===== src/rtl/soc_mem_arbiter.sv =====
// Two-port arbiter sharing one single-port, byte-writable SRAM (1-cycle read latency)
// between the Ibex instruction-fetch port (port 0) and data port (port 1).
module soc_mem_arbiter #(
   parameter int unsigned WORDS      = 128,
   parameter logic [31:0] BASE_ADDR  = 32'h0000_0000,
   parameter bit          FIXED_PRIO = 1'b0
) (
   input  logic        clk,
   input  logic        reset,
   input  logic        p0_req,
   output logic        p0_gnt,
   input  logic        p0_we,
   input  logic [3:0]  p0_be,
   input  logic [31:0] p0_addr,
   input  logic [31:0] p0_wdata,
   output logic        p0_rvalid,
   output logic        p0_err,
   output logic [31:0] p0_rdata,
   input  logic        p1_req,
   output logic        p1_gnt,
   input  logic        p1_we,
   input  logic [3:0]  p1_be,
   input  logic [31:0] p1_addr,
   input  logic [31:0] p1_wdata,
   output logic        p1_rvalid,
   output logic        p1_err,
   output logic [31:0] p1_rdata,
   output logic        mem_ena,
   output logic [3:0]  mem_wen,
   output logic [21:0] mem_addr,
   output logic [31:0] mem_wdata,
   input  logic [31:0] mem_rdata
);

   // 33-bit window end so a window touching the top of the address space cannot wrap.
   localparam logic [32:0] WINDOW_END = {1'b0, BASE_ADDR} + 33'(WORDS) * 33'd4;

   logic        last_gnt_q,   last_gnt_d;
   logic        resp_valid_q, resp_valid_d;
   logic        resp_port_q,  resp_port_d;
   logic        resp_we_q,    resp_we_d;
   logic        resp_err_q,   resp_err_d;

   logic        sel_p1;
   logic        gnt_p0;
   logic        gnt_p1;
   logic        gnt_any;
   logic        sel_we;
   logic [3:0]  sel_be;
   logic [31:0] sel_addr;
   logic [31:0] sel_wdata;
   logic        in_range;
   logic        resp_live;
   logic [31:0] resp_rdata;

   // last_gnt holds the port granted most recently; on contention the other one wins.
   always_comb begin
      sel_p1 = 1'b0;
      gnt_p0 = 1'b0;
      gnt_p1 = 1'b0;
      if (p0_req && p1_req) begin
         sel_p1 = FIXED_PRIO ? 1'b0 : ~last_gnt_q;
      end else begin
         sel_p1 = p1_req;
      end
      if (!reset) begin
         gnt_p0 = p0_req && !sel_p1;
         gnt_p1 = p1_req && sel_p1;
      end
   end

   assign gnt_any = gnt_p0 || gnt_p1;
   assign p0_gnt  = gnt_p0;
   assign p1_gnt  = gnt_p1;

   assign sel_we    = sel_p1 ? p1_we    : p0_we;
   assign sel_be    = sel_p1 ? p1_be    : p0_be;
   assign sel_addr  = sel_p1 ? p1_addr  : p0_addr;
   assign sel_wdata = sel_p1 ? p1_wdata : p0_wdata;

   assign in_range = ({1'b0, sel_addr} >= {1'b0, BASE_ADDR}) && ({1'b0, sel_addr} < WINDOW_END);

   always_comb begin
      mem_ena   = 1'b0;
      mem_wen   = 4'b0000;
      mem_addr  = 22'((sel_addr - BASE_ADDR) >> 2);
      mem_wdata = sel_wdata;
      if (gnt_any && in_range) begin
         mem_ena = 1'b1;
         mem_wen = sel_we ? sel_be : 4'b0000;
      end
   end

   always_comb begin
      last_gnt_d   = last_gnt_q;
      resp_valid_d = gnt_any;
      resp_port_d  = resp_port_q;
      resp_we_d    = resp_we_q;
      resp_err_d   = resp_err_q;
      if (gnt_any) begin
         last_gnt_d  = gnt_p1;
         resp_port_d = gnt_p1;
         resp_we_d   = sel_we;
         resp_err_d  = !in_range;
      end
   end

   always_ff @(posedge clk) begin
      if (reset) begin
         last_gnt_q   <= 1'b1;
         resp_valid_q <= 1'b0;
         resp_port_q  <= 1'b0;
         resp_we_q    <= 1'b0;
         resp_err_q   <= 1'b0;
      end else begin
         last_gnt_q   <= last_gnt_d;
         resp_valid_q <= resp_valid_d;
         resp_port_q  <= resp_port_d;
         resp_we_q    <= resp_we_d;
         resp_err_q   <= resp_err_d;
      end
   end

   // A response still in flight when reset rises is suppressed, not delivered late.
   assign resp_live  = resp_valid_q && !reset;
   assign resp_rdata = (resp_err_q || resp_we_q) ? 32'h0 : mem_rdata;

   assign p0_rvalid = resp_live && !resp_port_q;
   assign p1_rvalid = resp_live && resp_port_q;
   assign p0_err    = p0_rvalid && resp_err_q;
   assign p1_err    = p1_rvalid && resp_err_q;
   assign p0_rdata  = p0_rvalid ? resp_rdata : 32'h0;
   assign p1_rdata  = p1_rvalid ? resp_rdata : 32'h0;

endmodule


===== config.mk =====
export PLATFORM = sky130hd
export DESIGN_NAME = soc_mem_arbiter
export DESIGN_NICKNAME = d
export VERILOG_FILES = /design/src/rtl/soc_mem_arbiter.sv
export SDC_FILE = /design/constraint.sdc
export NUM_CORES = 1
export LEC_CHECK = 0
export CORE_AREA = 2 2 116 118
export DETAILED_ROUTE_END_ITERATION = 6
export DIE_AREA = 0 0 118 120
export DONT_BUFFER_PORTS = 1
export SETUP_SLACK_MARGIN = 0.3
export SLEW_MARGIN = 5
export SYNTH_ARGS = -nofsm -noshare
export SYNTH_HDL_FRONTEND = slang
export SYNTH_SLANG_ARGS = --single-unit

===== constraint.sdc =====
create_clock -name clk -period 2.1 [get_ports clk]
set_input_delay 0 -clock clk [delete_from_list [all_inputs] [get_ports clk]]
set_output_delay 0 -clock clk [all_outputs]
set_load 0.05 [all_outputs]

# After elaboration in Yosys (flattened, before gate mapping)
# Index checks and enable logic that the tools add are counted.
# word_totals
ff_bits	5
latchBits	0
ram_bits	0
romBits	0
input_bits	174
out_inout_bits	129
wordCells	35
memories	0
# classes
add_sub_neg	0
multipliers	0
div	0
magnitude_cmp	1
eq_ne	0
shift	0
muxes	13
n_bitwise	1
n_reduce_logical	15
# ops
operator	count
32-bit two-way mux	5
32-bit by 10-bit < comparator with 1-bit output (second input constant)	1
4-bit two-way mux	3
1-bit logical AND	9
1-bit two-way mux	5
1-bit logical NOT	4
1-bit logical OR	2
1-bit inverter	1

# Logic depth before layout (Yosys ltp)
# Gate-level depths: netlist of run 1.
# logic_depth
depth_word	8
depth_mapped	6
ltp_nobuf	4

# Worst setup path after synthesis of run 1
# Ideal clock, no wire load.
# synth_timing
kind	reg-to-output
from	register last_gnt_q
to	output mem_wen[0]
t_arrival_ps	2297
required_ps	2100
path_slack_ps	-197
path_stages_with_launch	6
path_buffers	1
path_cell_list	dfxtp_1 > a21bo_1 > buf_2 > nand4_1 > a2111o_1 > nor3_1
# synth_between
elab_chain_cells	8
word_cells_on_any_way	15
classes_between	1 x order compare; 8 x mux; 1 x bitwise; 5 x reduce/logical
# synth_lines
item	line_no	text
start, declared	38	logic last_gnt_q, last_gnt_d;
start signal, assigned	116	last_gnt_q <= last_gnt_d;
1-bit inverter *	62	sel_p1 = FIXED_PRIO ? 1'b0 : ~last_gnt_q;
1-bit two-way mux *	61	if (p0_req && p1_req) begin
branches (longest 5 deep; another with 32-bit by 10-bit < comparator with 1-bit output)	-	
4-bit two-way mux *	88	if (gnt_any && in_range) begin
end, declared	29	output logic [3:0] mem_wen,
# Mark *: on every way between the ends.

# Worst setup path in the final report of run 1
# layout_timing
from	register last_gnt_q
to	output mem_wen[2]
# The elaborated chain is that of the path after synthesis.

==> results of run 1 <==
-- tightest hold or removal path, delay by kind of cell --
kind / cells / cell delay, ns
AO/OA/AOI/OAI: 1 / 0.07
AND/OR/NAND/NOR: 1 / 0.07
buffers and inverters: 1 / 0.07
-- synth_stat cells (2+ instances only) --
cell and count:
nor2_1 10, nor4_1 6, nor3b_1 2, nor3_1 9
nand2_1 166, and3_1 65, mux2i_1 5, o21a_1 2
buf_2 2, and2_1 2, clkbuf_1 25, nand4_1 4
dfxtp_1 5
-- logic make-up (layout without fill, tap and decap cells) --
kind of cell    after synthesis  after routing  share of synthesized area (%)
mux                           5              5                           3.16
flops                         5              5                           6.33
simple gates                268            268                           77.6
buf+inv                      29             79                           7.04
compound gates               11             11                           5.85
-- stage by stage --
stage	area (sq um)	std cells	utilization, %	power [mW]
4_1_cts	2890	544	22.2	1.24
2_1_floorplan	1610	318	-	0.780
3_3_place_gp	2660	530	20.5	0.884
6_report	2910	544	22.4	1.23
5_1_grt	2910	544	22.4	1.29
3_5_place_dp	2660	530	20.5	0.890
-- layout by cell type, fill, tap and decap left out, types with 2 or more instances in the layout --
cell	count
mux2i_1	5
and2_1	2
nand4_1	4
dlygate4sd3_1	6
nand2_1	154
clkbuf_16	3
nor4_1	6
nor3_2	4
buf_6	5
and3_1	65
dfxtp_1	4
nor3_1	4
nand2_2	12
buf_12	36
nor2_1	9
buf_4	26
-- flip-flops by register name, indices dropped and copies added (netlist names) --
signal        flops
resp_port_q       1
resp_err_q        1
last_gnt_q        1
resp_we_q         1
resp_valid_q      1
-- per-layer routing --
layer / part of all wire (%) / global-route usage [%] / routed length [um] / vias up
li1: - / - / - / 1151
met1: 41 / 12.8 / 3490 / 1055
met2: 48 / 19.3 / 4160 / 197
met3: 9.5 / 2.57 / 813 / 8
met4: 1.4 / 2.11 / 124 / 0
met5: 0 / 0 / 0 / -
-- power by group through the flow --
stage | Combinational [mW] | Clock, mW | Sequential [mW]
2_1_floorplan | 0.672 | 0 | 0.108
6_report | 0.815 | 0.311 | 0.108
3_3_place_gp | 0.773 | 0 | 0.111
3_5_place_dp | 0.779 | 0 | 0.111
5_1_grt | 0.853 | 0.324 | 0.109
4_1_cts | 0.813 | 0.315 | 0.108
-- layout make-up --
type | count | area share (%)
Inverter | 2 | 0.258
Clock buffer | 4 | 2.71
Timing Repair Buffer | 73 | 35.5
Multi-Input combinational cell | 284 | 50.4
Sequential cell | 5 | 3.57
Tap cell | 176 | 7.58
-- path summary, 6_finish.rpt --
path                                 start          end  slack, ns  cells past startpoint
worst max-delay path            last_gnt_q   mem_wen[2]       0.23                      6
worst min-delay path                p0_req  resp_port_q       0.02                      3
worst max register to register  last_gnt_q   resp_err_q       0.43                      4
worst min register to register   resp_we_q    resp_we_q       0.51                      2
-- what timing repair did --
item                                    in CTS  in global routing
hold buffers                                 6                  0
setup buffers                                4                  0
endpoints found under the setup margin      28                 43
resized for setup                           22                  4
cloned                                       0                  0
pin swaps                                    8                  4
hold endpoints to repair                     4                  0
==> impl_metrics.csv, run 1 <==
group,metric,value,unit
cts,cts_tree,"yes",
hold_path,hold_class,"in -> reg",
timing,slew_headroom,65.3,%
power,sw_frac_of_total,58.2,%
floorplanning,die_h,120,um
synth,synth_edf_count,0,
power,p_int,0.516,mW
synth,ys_seq_area_share,6.33,%
timing,tightestPinTransition,0.523,ns
routing,wire_per_inst,15.8,um
power,switching_power,0.719,mW
timing,setup_viol,0,
synth,async_reset_ff_share,0,%
power,p_seq_share,8.8,%
grt,grt_pass1_vias,2030,
run,drv_cap,0,
floorplanning,fp.dieW,118,um
worst_setup_path,path_buf_inv,2,
timing,timing.hold.ws,0.0174,ns
synth,syn_nets,492,
cts,htreeDepth,1,
power,comb_power_share,66.1,%
cts,cts.path.max_buffers,2,
worst_setup_path,cp_max_fo,4,
synth,synth_top_area_cell,"nand2_1",
worst_setup_path,critical_path.max_stage_delay,0.56,ns
routing,drt_iter0_markers,75,
routing,wl,8.59,mm
worst_setup_path,crit_arrival,1.87,ns
synth,yosys_register_bits,5,
cells_and_area,area_delta_synth_final,83.8,%
placed_design,pre_cts_ws,0.255,ns
timing,final_max_slew_viol_count,0,
synth,ys_types,28,
grt,grt_max_degree,65,
worst_setup_path,crit_family,"compound AO/OA/AOI/OAI gates",
cts,numCtsBuffers,3,
cts,clock_sinks,5,
worst_setup_path,critPathRequiredTime,2.10,ns
placed_design,port_buffers,0,
floorplanning,std_cell_rows,42,
synth,syn_area,1580,sq um
synth,synth_top_area_share,39.4,%
cts,clock_latency,0.23,ns
grt,antenna_found_initial,0,
timing,finalHoldViolations,0,
routing,ant_nets,0,
timing,max_freq,536,MHz
routing,via_count,2411,
timing,min_period,1.87,ns
timing,rsz0062_at_grt,"true",
cells_and_area,final_nets,543,
worst_setup_path,end_kind,"primary output",
run_status,outcome,"complete, no violations",
synth,netlist_instances,318,
grt,grt_pass1_wl,12.0,mm
cells_and_area,multiInputGateArea,1460,sq um
power,clkPwrFrac,25.2,%
worst_setup_path,startpoint_type,"register",
power,power.density,425,nW/um^2
cells_and_area,num_antenna_cells,0,
worst_setup_path,slowest_stage,"a2111o_1",
timing,fin_tns_setup,0,ns
cts,root_buffer,"clkbuf_16",
cts,clk_transition_reported_paths,0.03,ns
synth,synth_ff_type,"dfxtp_1",
power,vdd_drop_max,208,uV
grt,grt_usage,10.6,%
synth,synth_area_leaders,"nand2_1 39%, and3_1 26%, dfxtp_1 6.3%",
timing,fin_skew,0.00356,ns
worst_setup_path,crit_type,"reg -> out",
cells_and_area,drive_gt1_share,25.8,%
power,leakage,1.57,nW
floorplanning,core_area,13000,sq um
routing,viasPerCell,4.43,
cells_and_area,seq_area,104,sq um
floorplanning,initial_core_util,12.2,%
placed_design,gpl.final_weighted_congestion,0.842,
placed_design,hpwl,7.31,mm
synth,yosys_warnings,0,
routing,drt_first_pass_iters,5,
worst_setup_path,worstPathCellList,"a21bo_4 > buf_4 > nand4_1 > a2111o_1 > nor3_2 > buf_6",
routing,drc,0,
timing,setup_slack,0.235,ns
synth,avgSynthCellArea,4.97,sq um
cells_and_area,num-fill-cells,1450,
floorplanning,die-area,14200,sq um
floorplanning,io_pins,303,
grt,overflow,0,
timing,period_share,88.8,%
No activity file was read; power rests on OpenSTA's default activity.
==> run 2: changes to the inputs <==
--- a/config.mk
+++ b/config.mk
@@ -9,6 +9,7 @@
 export DETAILED_ROUTE_END_ITERATION = 6
 export DIE_AREA = 0 0 118 120
 export DONT_BUFFER_PORTS = 1
+export GPL_TIMING_DRIVEN = 0
 export SETUP_SLACK_MARGIN = 0.3
 export SLEW_MARGIN = 5
 export SYNTH_ARGS = -nofsm -noshare
==> constraint.sdc (replaced) <==
create_clock -name clk -period 2.1 [get_ports clk]
set_input_delay 0 -clock clk [delete_from_list [all_inputs] [get_ports clk]]
set_output_delay 0 -clock clk [all_outputs]
set_load 0.005 [all_outputs]
==> run 2 against run 1 <==
Critical path type unchanged. Sequential share of layout area rose by 1.5 points. Combinational power fell by 58%. First-iteration DRC count rose by 20%. Worst setup slack improved by 0.085 ns. Clock power barely moved. Final cell count fell by 7.2%.
==> impl_metrics.csv, run 2 (synthesis results as in run 1) <==
group,metric,value,unit
grt,grt_pass1_wl,12.9,mm
floorplanning,initial_core_util,12.2,%
worst_setup_path,worstPathCellList,"a21bo_4 > buf_6 > o32a_1 > a2111o_1 > nor3_2",
cells_and_area,final_nets,504,
power,leakage,1.17,nW
timing,max_freq,562,MHz
worst_setup_path,critical_path.max_stage_delay,0.44,ns
cells_and_area,fin_util,15.6,%
grt,gr-usage-met1,13.2,%
cts,numCtsBuffers,3,
floorplanning,die_h,120,um
cts,clock_latency,0.23,ns
worst_setup_path,r2r_end,"resp_err_q",
hold_path,holdPathEnd,"resp_port_q",
routing,drc,0,
hold_path,worstHoldPathCells,3,
grt,grt_usage,12.4,%
timing,tightestPinTransition,0.566,ns
floorplanning,std_cell_rows,42,
floorplanning,core_area,13000,sq um
hold_path,hp-start,"p0_req",
routing,wl,9.86,mm
cts,clock_sinks,5,
worst_setup_path,crit_type,"reg -> out",
timing,setup_viol,0,
worst_setup_path,end_kind,"primary output",
timing,fin_skew,0.000105,ns
grt,overflow,0,
run_status,outcome,"complete, no violations",
timing,rsz0062_at_grt,"true",
timing,slew_headroom,61.9,%
worst_setup_path,r2r_start,"last_gnt_q",
grt,antenna_found_initial,0,
cts,root_buffer,"clkbuf_16",
worst_setup_path,worst-r2r-setup-slack,0.39,ns
worst_setup_path,r2r_cells,4,
placed_design,gpl.final_weighted_congestion,0.808,
timing,final_max_slew_viol_count,0,
cts,cts.path.max_buffers,2,
floorplanning,io_pins,303,
timing,min_period,1.78,ns
placed_design,port_buffers,0,
worst_setup_path,startpoint_type,"register",
power,power.density,377,nW/um^2
cts,htreeDepth,1,
power,vdd_drop_max,173,uV
worst_setup_path,cp_max_fo,5,
placed_design,placement.cell_area,1800,sq um
timing,setup_slack,0.320,ns
cells_and_area,mostFrequentLayoutCell,"nand2_1",
cts,clk_transition_reported_paths,0.03,ns
cells_and_area,drive_gt1_share,7.60,%
routing,drt_iter0_markers,90,
worst_setup_path,slowest_stage,"a2111o_1",
routing,ant_nets,0,
grt,grt-busiest-layer,"met2",
worst_setup_path,crit_arrival,1.78,ns
routing,viasPerCell,4.57,
cells_and_area,final_cell_mix,"166 x nand2_1, 65 x and3_1, 21 x clkbuf_1, 9 x nor2_1, 6 x nor4_1",
cts,cts_tree,"yes",
hold_path,hold_class,"in -> reg",
routing,wire_per_inst,19.5,um
timing,fin_tns_setup,0,ns
run,drv_cap,0,
grt,grt_max_degree,11,
timing,finalHoldViolations,0,
timing,period_share,84.8,%
cells_and_area,fin_area,2030,sq um
grt,grt_pass1_vias,2063,
routing,via_count,2309,
cells_and_area,area_delta_synth_final,28.2,%
floorplanning,fp.dieW,118,um
routing,drt_first_pass_iters,4,
floorplanning,die-area,14200,sq um
placed_design,pre_cts_ws,0.0879,ns
worst_setup_path,critPathRequiredTime,2.10,ns
cells_and_area,num_antenna_cells,0,
placed_design,hpwl,8.60,mm
grt,grtUsageMet3,3.56,%
grt,gr-usage-met2,22.9,%
## run 2: cell count changes in the layout (fill, tap and decap cells not counted), sizes merged
cell         change
clkbuf          +25
buf             -63
dlygate4sd3      -1
## run 2: layout make-up
class	instances	area, sq um
inverter	2	7.51
clock buffer	4	78.8
multi-input combinational	284	1430
buffer	27	119
fill	1502	11000
sequential	5	104
tap	176	220
timing repair buffer	7	65.1
## run 2: metal layers
metal  wire, um  vias up
met1       3620     1007
met2       5030      203
met5          0        -
met3        892       26
li1           -     1073
met4        316        0
## run 2: worst max path at each step
stage / startpoint / to / slack, ns / cells past startpoint
6_report: last_gnt_q / mem_wen[2] / 0.32 / 5
5_1_grt: last_gnt_q / mem_wen[2] / 0.23 / 5
4_1_cts: last_gnt_q / mem_wen[2] / 0.28 / 5
3_5_place_dp: last_gnt_q / mem_wen[2] / 0.09 / 5
3_3_place_gp: last_gnt_q / mem_wen[2] / 0.09 / 5
2_1_floorplan: last_gnt_q / resp_err_q / 0.58 / 4
## run 2: per-stage QoR
stage	cells	hold slack [ns]	power (mW)
2_1_floorplan	318	0.0850	0.348
3_3_place_gp	494	0.0901	0.427
3_5_place_dp	494	0.0896	0.433
4_1_cts	505	0.0194	0.773
5_1_grt	505	0.0828	0.819
6_report	505	0.0234	0.766
## run 2: timing repair
item                       CTS  global route
hold buffers                 5             0
gates resized for setup     21             3
pin swaps                    8             1
gates cloned                 0             0
hold endpoints to repair     3             0
setup endpoints to repair   63            42
setup buffers                2             0
## run 2: power breakdown
group | switching (mW) | leakage, nW | internal (mW)
Clock | 0.0610 | 0.0382 | 0.251
Combinational | 0.229 | 1.09 | 0.113
Sequential | 0.00783 | 0.0418 | 0.103
Total | 0.298 | 1.17 | 0.467
## run 2: worst max-delay path, delay by kind of cell (launching register included)
| kind | cells | cell delay (ns) |
|---|---|---|
| AO/OA/AOI/OAI | 3 | 0.85 |
| buffers and inverters | 1 | 0.12 |
| flip-flops | 1 | 0.36 |
| AND/OR/NAND/NOR | 1 | 0.21 |
